`src/rtl/riscv_pkg.sv`:
```
// -----------------------------------------------------------------------------
// riscv_pkg
// Shared constants and types for the fetch front end.
//   XLEN          : datapath width
//   NOP_INSN      : canonical NOP (addi x0, x0, 0) used for IF/ID bubbles
//   fetch_state_t : REQ  - nothing outstanding
//                   WAIT - one request outstanding, response will be kept
//                   DROP - one request outstanding, response will be discarded
// -----------------------------------------------------------------------------
package riscv_pkg;

    localparam int              XLEN     = 32;
    localparam logic [XLEN-1:0] NOP_INSN = 32'h0000_0013;

    typedef enum logic [1:0] {
        REQ  = 2'd0,
        WAIT = 2'd1,
        DROP = 2'd2
    } fetch_state_t;

endpackage

```
`src/rtl/fetch_skid_buf.sv`:
```
// -----------------------------------------------------------------------------
// fetch_skid_buf
// One-entry holding buffer for an instruction response that arrives while the
// IF/ID register is stalled. Holds the instruction word, its PC and a valid bit.
//   clk, rst_n : clock, asynchronous active-low reset
//   i_push     : capture i_ins/i_pc and mark the entry valid
//   i_pop      : entry consumed by IF/ID, mark it empty
//   i_clear    : discard the entry (redirect); wins over push and pop
//   i_ins/i_pc : response word and its fetch PC
//   o_valid    : entry holds an unconsumed response
//   o_ins/o_pc : buffered word and PC
// -----------------------------------------------------------------------------
module fetch_skid_buf
    import riscv_pkg::*;
(
    input  logic            clk,
    input  logic            rst_n,
    input  logic            i_push,
    input  logic            i_pop,
    input  logic            i_clear,
    input  logic [XLEN-1:0] i_ins,
    input  logic [XLEN-1:0] i_pc,
    output logic            o_valid,
    output logic [XLEN-1:0] o_ins,
    output logic [XLEN-1:0] o_pc
);

    logic            r_valid;
    logic [XLEN-1:0] r_ins;
    logic [XLEN-1:0] r_pc;

    // NOTE: sequential state uses non-blocking assignments so every register
    // samples pre-edge values regardless of statement order.
    always_ff @(posedge clk or negedge rst_n) begin
        if (!rst_n) begin
            r_valid <= 1'b0;
        end else if (i_clear) begin
            r_valid <= 1'b0;
        end else if (i_push) begin
            r_valid <= 1'b1;
        end else if (i_pop) begin
            r_valid <= 1'b0;
        end
    end

    // NOTE: the payload is qualified by r_valid and could skip reset, but it is
    // a single entry, so it is reset to keep the outputs free of X after reset.
    always_ff @(posedge clk or negedge rst_n) begin
        if (!rst_n) begin
            r_ins <= NOP_INSN;
            r_pc  <= '0;
        end else if (i_push) begin
            r_ins <= i_ins;
            r_pc  <= i_pc;
        end
    end

    assign o_valid = r_valid;
    assign o_ins   = r_ins;
    assign o_pc    = r_pc;

endmodule

```
`src/rtl/fetch_stage.sv`:
```
// -----------------------------------------------------------------------------
// fetch_stage
// Instruction fetch with at most one outstanding memory request, a one-entry
// skid buffer for responses that arrive during a stall, and the IF/ID register.
//   RESET_PC                       : first fetch address after reset
//   clk, rst_n                     : clock, asynchronous active-low reset
//   stall_i                        : hold IF/ID
//   flush_i                        : bubble IF/ID only
//   redirect_valid_i/redirect_pc_i : taken branch/jump from EX (target bits [1:0] ignored)
//   imem_req_o/imem_addr_o         : fetch request and address (address = pc_q)
//   imem_gnt_i                     : request accepted this cycle
//   imem_rvalid_i/imem_rdata_i     : response, exactly one cycle after the grant
//   ins_o/pc_o/valid_o             : IF/ID instruction, its PC, and valid flag
// -----------------------------------------------------------------------------
module fetch_stage
    import riscv_pkg::*;
#(
    parameter logic [XLEN-1:0] RESET_PC = 32'h0000_0000
) (
    input  logic            clk,
    input  logic            rst_n,
    input  logic            stall_i,
    input  logic            flush_i,
    input  logic            redirect_valid_i,
    input  logic [XLEN-1:0] redirect_pc_i,
    output logic            imem_req_o,
    output logic [XLEN-1:0] imem_addr_o,
    input  logic            imem_gnt_i,
    input  logic            imem_rvalid_i,
    input  logic [XLEN-1:0] imem_rdata_i,
    output logic [XLEN-1:0] ins_o,
    output logic [XLEN-1:0] pc_o,
    output logic            valid_o
);

    fetch_state_t    r_state;
    fetch_state_t    w_state_nxt;
    logic [XLEN-1:0] r_pc;
    logic [XLEN-1:0] r_req_pc;
    logic [XLEN-1:0] r_ins;
    logic [XLEN-1:0] r_pc_id;
    logic            r_valid;

    logic            w_req;
    logic            w_grant;
    logic            w_rsp_keep;
    logic            w_skid_push;
    logic            w_skid_pop;
    logic            w_skid_valid;
    logic [XLEN-1:0] w_skid_ins;
    logic [XLEN-1:0] w_skid_pc;
    logic [XLEN-1:0] w_redirect_pc;
    logic            w_unused_lsbs;

    // Targets are word aligned; the low two bits are deliberately dropped.
    assign w_redirect_pc = {redirect_pc_i[XLEN-1:2], 2'b00};
    assign w_unused_lsbs = ^redirect_pc_i[1:0];

    // A response that belongs to the current program flow.
    assign w_rsp_keep = (r_state == WAIT) && imem_rvalid_i;

    // A kept response that cannot enter IF/ID goes to the skid buffer.
    assign w_skid_push = w_rsp_keep && stall_i && !redirect_valid_i;
    assign w_skid_pop  = w_skid_valid && !stall_i && !flush_i && !redirect_valid_i;

    // NOTE: every always_comb output gets a default first so no path can
    // leave it unassigned and infer a latch.
    always_comb begin
        w_req       = 1'b0;
        w_grant     = 1'b0;
        w_state_nxt = r_state;

        // A new request may overlap only the cycle its predecessor completes;
        // rst_n gates it so nothing is requested while reset is held.
        w_req   = rst_n && !w_skid_valid && !redirect_valid_i &&
                  ((r_state == REQ) || (w_rsp_keep && !stall_i));
        w_grant = w_req && imem_gnt_i;

        if (redirect_valid_i) begin
            // A response still owed by memory must be swallowed in DROP.
            if ((r_state != REQ) && !imem_rvalid_i) begin
                w_state_nxt = DROP;
            end else begin
                w_state_nxt = REQ;
            end
        end else if (w_grant) begin
            w_state_nxt = WAIT;
        end else if ((r_state != REQ) && imem_rvalid_i) begin
            w_state_nxt = REQ;
        end
    end

    always_ff @(posedge clk or negedge rst_n) begin
        if (!rst_n) begin
            r_state <= REQ;
        end else begin
            r_state <= w_state_nxt;
        end
    end

    always_ff @(posedge clk or negedge rst_n) begin
        if (!rst_n) begin
            r_pc     <= RESET_PC;
            r_req_pc <= RESET_PC;
        end else if (redirect_valid_i) begin
            r_pc <= w_redirect_pc;
        end else if (w_grant) begin
            r_pc     <= r_pc + 32'd4;
            r_req_pc <= r_pc;
        end
    end

    fetch_skid_buf u_skid (
        .clk     (clk),
        .rst_n   (rst_n),
        .i_push  (w_skid_push),
        .i_pop   (w_skid_pop),
        .i_clear (redirect_valid_i),
        .i_ins   (imem_rdata_i),
        .i_pc    (r_req_pc),
        .o_valid (w_skid_valid),
        .o_ins   (w_skid_ins),
        .o_pc    (w_skid_pc)
    );

    // IF/ID: squash beats stall; a buffered response is older than any new one.
    always_ff @(posedge clk or negedge rst_n) begin
        if (!rst_n) begin
            r_valid <= 1'b0;
            r_ins   <= NOP_INSN;
            r_pc_id <= '0;
        end else if (flush_i || redirect_valid_i) begin
            r_valid <= 1'b0;
            r_ins   <= NOP_INSN;
            r_pc_id <= '0;
        end else if (stall_i) begin
            r_valid <= r_valid;
        end else if (w_skid_valid) begin
            r_valid <= 1'b1;
            r_ins   <= w_skid_ins;
            r_pc_id <= w_skid_pc;
        end else if (w_rsp_keep) begin
            r_valid <= 1'b1;
            r_ins   <= imem_rdata_i;
            r_pc_id <= r_req_pc;
        end else begin
            r_valid <= 1'b0;
            r_ins   <= NOP_INSN;
            r_pc_id <= '0;
        end
    end

    assign imem_req_o  = w_req;
    assign imem_addr_o = r_pc;
    assign ins_o       = r_ins;
    assign pc_o        = r_pc_id;
    assign valid_o     = r_valid;

endmodule
```
`config.mk`:
```
export PLATFORM = sky130hd
export DESIGN_NAME = fetch_stage
export DESIGN_NICKNAME = d
export VERILOG_FILES = /design/src/rtl/riscv_pkg.sv /design/src/rtl/fetch_skid_buf.sv /design/src/rtl/fetch_stage.sv
export SDC_FILE = /design/constraint.sdc
export NUM_CORES = 1
export LEC_CHECK = 0
export BUFFER_PORTS_ARGS = -buffer_cell sky130_fd_sc_hd__clkbuf_2
export CORE_ASPECT_RATIO = 0.8
export CORE_UTILIZATION = 55
export DETAILED_ROUTE_END_ITERATION = 10
export GPL_ROUTABILITY_DRIVEN = 0
export PLACE_DENSITY = 0.8
export SLEW_MARGIN = 20
export SYNTH_ARGS = -nofsm -noshare
export SYNTH_HDL_FRONTEND = slang
export SYNTH_HIERARCHICAL = 1
export SYNTH_SLANG_ARGS = --single-unit
```
`constraint.sdc`:
```
create_clock -name clk -period 2 [get_ports clk]
set_input_delay 0.1 -clock clk [delete_from_list [all_inputs] [get_ports clk]]
set_output_delay 0.1 -clock clk [all_outputs]
set_load 0.02 [all_outputs]
```
==> summary.txt, run 1 <==
Logic synthesis
  – EDFF count, synth: 0
  – Unique masters post-synth: 50
  – Syn Inst Count: 663
  – Area contributors post-synth: dfrtp_1, mux2_4, a222oi_1, mux2_2, inv_1
  – Most frequent cell after synthesis: dfrtp_1
  – Post-synthesis async set-or-reset flop share: 100%
  – Top cell type's share of synthesized area: 55.5%
  – Top cells by count, synth: dfrtp_1, inv_1, a222oi_1
  – Area leader, netlist: dfrtp_1
  – Mapped Area: 8390 sq um
  – Dominant synthesized flop cell: dfrtp_1
  – Synth Area per Inst: 12.7 sq um
  – Seq cells post-synth: 192
  – Post-synthesis sequential area ratio: 57.4%
  – Syn. warnings: 6

STA
  – RSZ-0062 raised after global routing: yes
  – Setup Viol. Count Final: 0
  – Fmax: 0.517 GHz
  – Worst slew margin: 48.9%
  – Pins Over Slew Limit: 0
  – Worst Tran Pin Value: 0.766 ns
  – Period utilization: 96.6%
  – Worst Skew: 0.00914 ns
  – Final min period: 1.93 ns
  – Number of hold-slack violations in the final timing report: 0

Clock tree
  – CTS H-tree depth: 4
  – Clk Latency, worst-skew pair: 0.43 ns
  – Num CTS Buffers: 17
  – CTS tree: yes
  – Clk sinks: 192
  – Clock buffer depth: 2
  – Clk pin slew, worst setup/hold paths: 0.07 ns
  – Root Driver: clkbuf_16

Routing
  – Post-Route M1 WL: 9.00 mm
  – 1st-pass router iterations: 8
  – Met3 wire length: 1.53 mm
  – Routed vias: 6,778
  – Vias/cell: 6.12
  – Drt drc: 0
  – Routed wire length: 22.3 mm
  – DR WL/cell: 20.1 um
  – Initial drt markers: 795
  – Antenna-violating nets left: 0
  – Detail Route met2 WL: 11.0 mm
  – Top layer reached by signal wires: met4

Floorplanning
  – Ports: 169
  – Die W: 140 um
  – Starting Density: 57.5%
  – Die H: 112 um
  – DIE AREA: 15,800 sq um
  – Core area: 14,600 sq um
  – FP Rows: 39

Critical path
  – Critical path required time: 1.90 ns
  – R2r startpoint: imem_addr_o[2]
  – CP Max Fanout: 4
  – Critical Path Slowest Stage Cell: dfrtp_1
  – R2r setup slk: 0.09 ns
  – RR Endpoint: imem_addr_o[20]
  – CP top delay family: simple AND/OR/NAND/NOR gates
  – Worst-path cell chain: nor3b_4 -> o21ai_0 -> nor2_1 -> clkbuf_2
  – Largest stage delay on the critical path: 0.42 ns
  – Crit Path Class: reg -> out
  – Crit. End Element: primary output
  – Startpoint types: flip-flop
  – Crit path DAT: 1.83 ns
  – Reg2reg path depth: 6
  – Buf/Inv on CP: 1

Job
  – Max Cap Viol: 0

Global route
  – Grt ovf: 0
  – Vias in the first global route: 7,073
  – Pin count of the biggest net entering global routing: 144
  – All-layer global routing usage: 29.9%
  – Initial antenna violation count: 0
  – First-pass GRT wire length: 36.4 mm

Placed design
  – Placed Instances: 1,010
  – Port Buf Inserts: 164
  – Dpl hpwl: 14.4 mm
  – Post-DP Area: 9660 sq um

Cells and area
  – Util after Layout: 75.1%
  – Filler cell count: 921
  – Cell area after layout: 11,000 sq um
  – Fraction of layout cells with a size suffix above 1: 37.8%
  – Layout area overhead: 30.6%
  – Number of diodes: 0
  – Final Non-Filler Cells: 1,107
  – Final nets: 982

Power and ir drop
  – Static leakage: 0.00551 uW
  – VDD IR-drop max: 0.646 mV
  – Power per standard cell area: 922 nW/um^2

Min path
  – Hold Startpoint: stall_i
  – HP Class: in -> reg
  – Hold path endpoint: ins_o[0]
  – Hold Path Depth: 4

Status
  – Status: completed
## what timing repair did
| item | in CTS | in global routing |
|---|---|---|
| hold endpoints to repair | 232 | 0 |
| buffers inserted | 0 | 1 |
| endpoints found under the setup margin | 0 | 13 |
| resized for setup | 0 | 1 |
| hold buffers | 64 | 0 |
## worst reg2reg max path, stage by stage, from the launching register on
cell and delay (ns):
dfrtp_1 0.35, ha_1 0.19, and4_1 0.23, o2111ai_1 0.17, buf_12 0.20, or4_1 0.47
a31oi_1 0.22
## worst max-delay path by stage
stage	start	end	slack (ns)	depth (start not counted)
floorplan	imem_addr_o[2]	imem_addr_o[30]	0.11	6
global placement	r_state[1]	u_skid/o_ins[3]	0.15	5
detailed placement	imem_addr_o[11]	imem_addr_o[21]	0.08	4
CTS	imem_addr_o[11]	imem_addr_o[21]	0.07	4
global route	imem_addr_o[3]	imem_addr_o[20]	-0.01	6
finish	r_state[1]	imem_req_o	0.07	4
## registers in the layout, summed over array words and instances (netlist names)
register	flops
pc_o	32
u_skid/o_valid	1
u_skid/o_ins	32
r_state	2
imem_addr_o	30
ins_o	32
u_skid/o_pc	32
r_req_pc	30
valid_o	1
## cell families (layout without fill, tap and decap cells)
family,Yosys count,after routing,synth area share [%]
AOI/OAI and AO/OA,130,130,12.6
adders and majority gates,1,1,0.149
muxes,98,98,15.3
other,1,4,0.0447
and+or+nand+nor,125,125,8.32
DFF,192,192,57.4
xor gates and xnor gates,3,3,0.313
buffers and inverters,113,370,5.89
## cell usage in the layout (no fill, tap or decap), types with 15 or more instances in the layout
| cell type | netlist | routed |
|---|---|---|
| a222oi_1 | 59 | 59 |
| a31oi_1 | 20 | 20 |
| buf_4 | 2 | 36 |
| clkbuf_16 | 0 | 17 |
| clkbuf_2 | 0 | 163 |
| dfrtp_1 | 186 | 186 |
| dlygate4sd3_1 | 0 | 64 |
| inv_1 | 65 | 65 |
| mux2_2 | 45 | 45 |
| mux2_4 | 49 | 49 |
| nand2_1 | 20 | 20 |
| nor2_1 | 29 | 29 |
| or4_1 | 15 | 15 |
## layer usage
layer / global-route usage (%) / up-vias
met1: 38.4 / 3372
met4: 13.4 / 0
met5: 0 / -
met3: 6.57 / 64
met2: 49.1 / 366
li1: - / 2976
## through the flow
stage / setup TNS (ns) / total power, uW / hold slack [ns] / setup slack (ns)
after CTS: 0 / 10100 / 0.0543 / 0.0732
final: 0 / 10100 / 0.0658 / 0.0676
after global routing: -0.0267 / 10500 / 0.105 / -0.0109
after global placement: 0 / 6230 / 0.302 / 0.147
after detailed placement: 0 / 6350 / 0.309 / 0.0751
after floorplan: 0 / 5780 / -0.196 / 0.106
## power breakdown
part	leakage (uW)	internal, uW	switching, uW
sequential	0.00244	4480	434
combinational	0.00276	871	637
clock	0.000317	2200	1480
## area by class of cell
class | instances | area, sq um | share of cell area (%)
Timing Repair Buffer | 272 | 1900 | 17.3
Sequential cell | 192 | 4810 | 43.9
Clock buffer | 20 | 467 | 4.26
Inverter | 66 | 248 | 2.26
Tap cell | 184 | 230 | 2.10
Clock inverter | 12 | 178 | 1.62
Multi-Input combinational cell | 361 | 3120 | 28.5
No activity file was read; power rests on OpenSTA's default activity.
==> inputs of run 2 (changes only) <==
--- a/config.mk
+++ b/config.mk
@@ -6,11 +6,13 @@
 export NUM_CORES = 1
 export LEC_CHECK = 0
 export BUFFER_PORTS_ARGS = -buffer_cell sky130_fd_sc_hd__clkbuf_2
+export CELL_PAD_IN_SITES_DETAIL_PLACEMENT = 0
+export CELL_PAD_IN_SITES_GLOBAL_PLACEMENT = 2
 export CORE_ASPECT_RATIO = 0.8
-export CORE_UTILIZATION = 55
+export CORE_UTILIZATION = 37
 export DETAILED_ROUTE_END_ITERATION = 10
 export GPL_ROUTABILITY_DRIVEN = 0
-export PLACE_DENSITY = 0.8
+export PLACE_DENSITY_LB_ADDON = 0.1
 export SLEW_MARGIN = 20
 export SYNTH_ARGS = -nofsm -noshare
 export SYNTH_HDL_FRONTEND = slang
==> summary.txt, run 2 (synthesis gave the netlist of run 1 again) <==
STA
  – Period utilization: 93.8%
  – Min Hold Slack: 0.0697 ns
  – Final min period: 1.88 ns
  – Pins Over Slew Limit: 0
  – Worst slew margin: 39.3%
  – Worst Tran Pin Value: 0.911 ns
  – Setup_tns: 0 ns
  – Setup Viol. Count Final: 0
  – Worst Skew: 0.00999 ns
  – Number of hold-slack violations in the final timing report: 0
  – Fmax: 0.533 GHz
  – RSZ-0062 raised after global routing: yes

Routing
  – Vias/cell: 5.33
  – DR WL/cell: 18.8 um
  – Post-Route M1 WL: 11.0 mm
  – Routed vias: 6,537
  – Initial drt markers: 629
  – Detail Route met2 WL: 10.5 mm
  – Drt drc: 0
  – Routed wire length: 23.1 mm
  – Top layer reached by signal wires: met4
  – 1st-pass router iterations: 6
  – Met3 wire length: 1.35 mm
  – Antenna-violating nets left: 0

Floorplanning
  – Die W: 170 um
  – Starting Density: 38.3%
  – Core area: 21,900 sq um
  – Ports: 169
  – Die H: 137 um
  – FP Rows: 48
  – DIE AREA: 23,300 sq um

Status
  – Status: completed

Cells and area
  – Area occupied by multi-input gates: 3130 sq um
  – Layout area overhead: 31.9%
  – Sequential cell area: 4810 sq um
  – Most frequent cells in the layout: dfrtp_1, clkbuf_2, inv_1
  – Cell area after layout: 11,100 sq um
  – Util after Layout: 50.5%
  – Commonest non-fill, non-tap cell in the layout: dfrtp_1
  – Filler cell count: 1,999
  – Number of diodes: 0
  – Fraction of layout cells with a size suffix above 1: 38.0%
  – Final nets: 986

Clock tree
  – Clk Latency, worst-skew pair: 0.43 ns
  – CTS tree: yes
  – CTS H-tree depth: 4
  – Clk sinks: 192
  – Clock buffer depth: 2
  – Root Driver: clkbuf_16
  – Clk pin slew, worst setup/hold paths: 0.07 ns
  – Num CTS Buffers: 17

Critical path
  – Worst-path cell chain: nor3b_4 -> o2111ai_2 -> buf_12 -> or4_1 -> a31oi_1
  – Largest stage delay on the critical path: 0.47 ns
  – Buf/Inv on CP: 1
  – Critical path required time: 2.34 ns
  – Crit. End Element: flip-flop
  – Startpoint types: flip-flop
  – Critical Path Slowest Stage Cell: or4_1
  – CP top delay family: simple AND/OR/NAND/NOR gates
  – CP Max Fanout: 21
  – Crit Path Class: reg -> reg
  – Crit path DAT: 2.22 ns

Placed design
  – Dpl hpwl: 15.0 mm
  – Port Buf Inserts: 164
  – Post-DP Area: 9840 sq um

Power and ir drop
  – Static leakage: 0.00548 uW
  – Power per standard cell area: 867 nW/um^2
  – VDD IR-drop max: 0.437 mV

Global route
  – Initial antenna violation count: 0
  – Grt ovf: 0
  – First-pass GRT wire length: 36.1 mm
  – Pin count of the biggest net entering global routing: 121
  – Vias in the first global route: 6,596
  – All-layer global routing usage: 20.4%

Min path
  – HP Class: in -> reg

Job
  – Max Cap Viol: 0
## run 2: cell count changes in the layout (fill, tap and decap cells not counted), moves of 2 or more
| cell | change |
|---|---|
| bufinv_16 | -4 |
| clkinvlp_4 | +4 |
| clkbuf_1 | +3 |
| clkbuf_8 | -3 |
| clkinv_2 | -3 |
| inv_8 | +2 |
## run 2: per-layer routing
metal | up-vias | GRT usage, %
li1 | 2988 | -
met1 | 3317 | 28.8
met2 | 219 | 32.2
met3 | 13 | 3.96
met5 | - | 0
met4 | 0 | 5.21
## run 2: final timing paths
check                      depth (start not counted)  startpoint  slack [ns]               to
setup / recovery                                   5  r_state[1]        0.12  imem_addr_o[22]
hold / removal                                     4     stall_i        0.07         ins_o[0]
setup reg to reg                                   5  r_state[1]        0.12  imem_addr_o[22]
hold reg to reg                                    1     valid_o        0.48          valid_o
max in group asynchronous                          3       rst_n        0.87  u_skid/o_pc[27]
min in group asynchronous                          3       rst_n        0.36          pc_o[1]
## run 2: timing repair
| item | in CTS | in global routing |
|---|---|---|
| setup buffers | 0 | 1 |
| hold endpoints to repair | 248 | 0 |
| hold buffers | 64 | 0 |
| resized for setup | 0 | 5 |
| endpoints found under the setup margin | 0 | 31 |
## run 2: tightest hold or removal path: cells and delay by family
kind	cells	cell delay, ns
buf+inv	1	0.13
compound gates	1	0.04
simple gates	2	0.22
## run 2: power breakdown
group	internal (uW)	switching (uW)
clock	1620	1560
combinational	887	633
sequential	4480	415
total	6990	2610
## run 2: layout make-up
| cell class | instances | share of cell area [%] |
|---|---|---|
| sequential | 192 | 43.5 |
| multi-input combinational | 361 | 28.3 |
| timing repair buffer | 276 | 17.8 |
| clock buffer | 20 | 3.95 |
| tap | 300 | 3.39 |
| inverter | 66 | 2.24 |
| clock inverter | 12 | 0.938 |
## run 2: stage by stage
| stage | total power [uW] | setup WS (ns) | instances |
|---|---|---|---|
| floorplan | 5780 | 0.106 | 666 |
| global placement | 6280 | 0.106 | 1129 |
| detailed placement | 6370 | 0.0698 | 1129 |
| CTS | 9680 | 0.0501 | 1225 |
| global route | 10000 | -0.00379 | 1227 |
| finish | 9600 | 0.124 | 1227 |
==> inputs of run 3 (changes only) <==
--- a/config.mk
+++ b/config.mk
@@ -10,9 +10,11 @@
 export CELL_PAD_IN_SITES_GLOBAL_PLACEMENT = 2
 export CORE_ASPECT_RATIO = 0.8
 export CORE_UTILIZATION = 37
+export CTS_CLUSTER_SIZE = 20
 export DETAILED_ROUTE_END_ITERATION = 10
 export GPL_ROUTABILITY_DRIVEN = 0
 export PLACE_DENSITY_LB_ADDON = 0.1
+export REMOVE_ABC_BUFFERS = 1
 export SLEW_MARGIN = 20
 export SYNTH_ARGS = -nofsm -noshare
 export SYNTH_HDL_FRONTEND = slang
==> summary.txt, run 3 (synthesis gave the netlist of run 1 again) <==
Cells and area
  – Commonest non-fill, non-tap cell in the layout: dfrtp_1
  – Most frequent cells in the layout: dfrtp_1, clkbuf_2, inv_1, dlygate4sd3_1, a222oi_1
  – Final nets: 983
  – Fraction of layout cells with a size suffix above 1: 38.1%
  – Final Non-Filler Cells: 1,225
  – Layout area overhead: 32.3%
  – Util after Layout: 50.6%

Critical path
  – Crit. End Element: flip-flop
  – CP Max Fanout: 11
  – Crit path DAT: 2.26 ns
  – Startpoint types: flip-flop
  – Crit Path Class: reg -> reg
  – Critical path required time: 2.35 ns

Floorplanning
  – Starting Density: 38.3%
  – Ports: 169
  – Die H: 137 um
  – Die W: 170 um
  – DIE AREA: 23,300 sq um
  – FP Rows: 48
  – Core area: 21,900 sq um

STA
  – Pins Over Slew Limit: 0
  – Worst Skew: 0.0122 ns
  – Period utilization: 95.8%
  – RSZ-0062 raised after global routing: no
  – Setup Viol. Count Final: 0
  – Final min period: 1.92 ns
  – Number of hold-slack violations in the final timing report: 0
  – Min Hold Slack: 0.107 ns
  – Fmax: 0.522 GHz
  – Worst slew margin: 48.2%
  – Setup WS post-layout: 0.0842 ns
  – Worst Tran Pin Value: 0.777 ns

Clock tree
  – Clk pin slew, worst setup/hold paths: 0.07 ns
  – Clk sinks: 192
  – CTS H-tree depth: 4
  – CTS tree: yes
  – Num CTS Buffers: 17
  – Root Driver: clkbuf_16
  – Clk Latency, worst-skew pair: 0.43 ns
  – Clock buffer depth: 2

Routing
  – Vias/cell: 5.25
  – Initial drt markers: 548
  – 1st-pass router iterations: 8
  – Drt drc: 0
  – Antenna-violating nets left: 0
  – Routed wire length: 22.6 mm
  – DR WL/cell: 18.4 um
  – Routed vias: 6,433

Placed design
  – Port Buf Inserts: 164
  – Placed Instances: 1,121
  – Dpl hpwl: 14.9 mm
  – Worst slack, placed: 0.0998 ns

Power and ir drop
  – Power per standard cell area: 882 nW/um^2
  – Static leakage: 0.00550 uW
  – VDD IR-drop max: 0.493 mV
  – Power Total: 9780 uW

Status
  – Status: completed

Global route
  – Vias in the first global route: 6,542
  – Pin count of the biggest net entering global routing: 61
  – Grt ovf: 0
  – First-pass GRT wire length: 35.3 mm
  – All-layer global routing usage: 19.8%
  – Initial antenna violation count: 1

Job
  – Max Cap Viol: 0

Min path
  – HP Class: in -> reg
-- run 3: cell count changes in the layout (fill, tap and decap cells not counted), moves of 2 or more --
cell	delta
buf_12	-2
buf_4	-2
clkbuf_1	-3
clkinv_2	+2
clkinvlp_4	-4
inv_6	+2
-- run 3: worst max-delay path, cell delays in order, from the launching register on --
cell and delay (ns):
dfrtp_1 0.41, nor3b_4 0.22, buf_4 0.17, o2111ai_4 0.17, clkbuf_16 0.21, or4_1 0.47
a31oi_1 0.18
-- run 3: layout make-up --
class                      count  area (sq um)
clock buffer                  18           439
inverter                      66           248
antenna                        1          2.50
sequential                   192          4810
fill                        1980         10800
timing repair buffer         273          1920
multi-input combinational    361          3150
tap                          300           375
clock inverter                14           148
-- run 3: timing repair --
| item | in CTS | in global routing |
|---|---|---|
| resized for setup | 0 | 11 |
| hold endpoints to repair | 181 | 0 |
| endpoints found under the setup margin | 0 | 37 |
| hold buffers | 65 | 0 |
| setup buffers | 0 | 5 |
-- run 3: path summary, 6_finish.rpt --
kind | startpoint | to | slack (ns) | cells after the start
max reg2reg | r_state[1] | imem_addr_o[24] | 0.08 | 6
min | stall_i | ins_o[4] | 0.11 | 4
max in group asynchronous | rst_n | u_skid/o_ins[7] | 0.35 | 4
min reg2reg | valid_o | valid_o | 0.50 | 1
max | r_state[1] | imem_addr_o[24] | 0.08 | 6
min in group asynchronous | rst_n | imem_addr_o[22] | 0.35 | 3
-- run 3: power by group --
part / internal (uW) / switching, uW
Sequential: 4480 / 419
Clock: 1800 / 1600
Combinational: 876 / 616
Total: 7150 / 2630
-- run 3: through the flow --
| stage | setup TNS (ns) | area (sq um) |
|---|---|---|
| finish | 0 | 11100 |
| global route | 0 | 11100 |
| CTS | 0 | 11000 |
| detailed placement | 0 | 9760 |
| global placement | 0 | 9760 |
| floorplan | -560.46 | 8160 |
-- run 3: routing by layer --
metal  wire, um  vias up  global-route usage [%]
met5          0        -                       0
met4        178        0                    4.55
met3       1180       14                    4.57
met2      10300      188                    31.3
met1      10900     3257                    27.5
li1           -     2974                       -
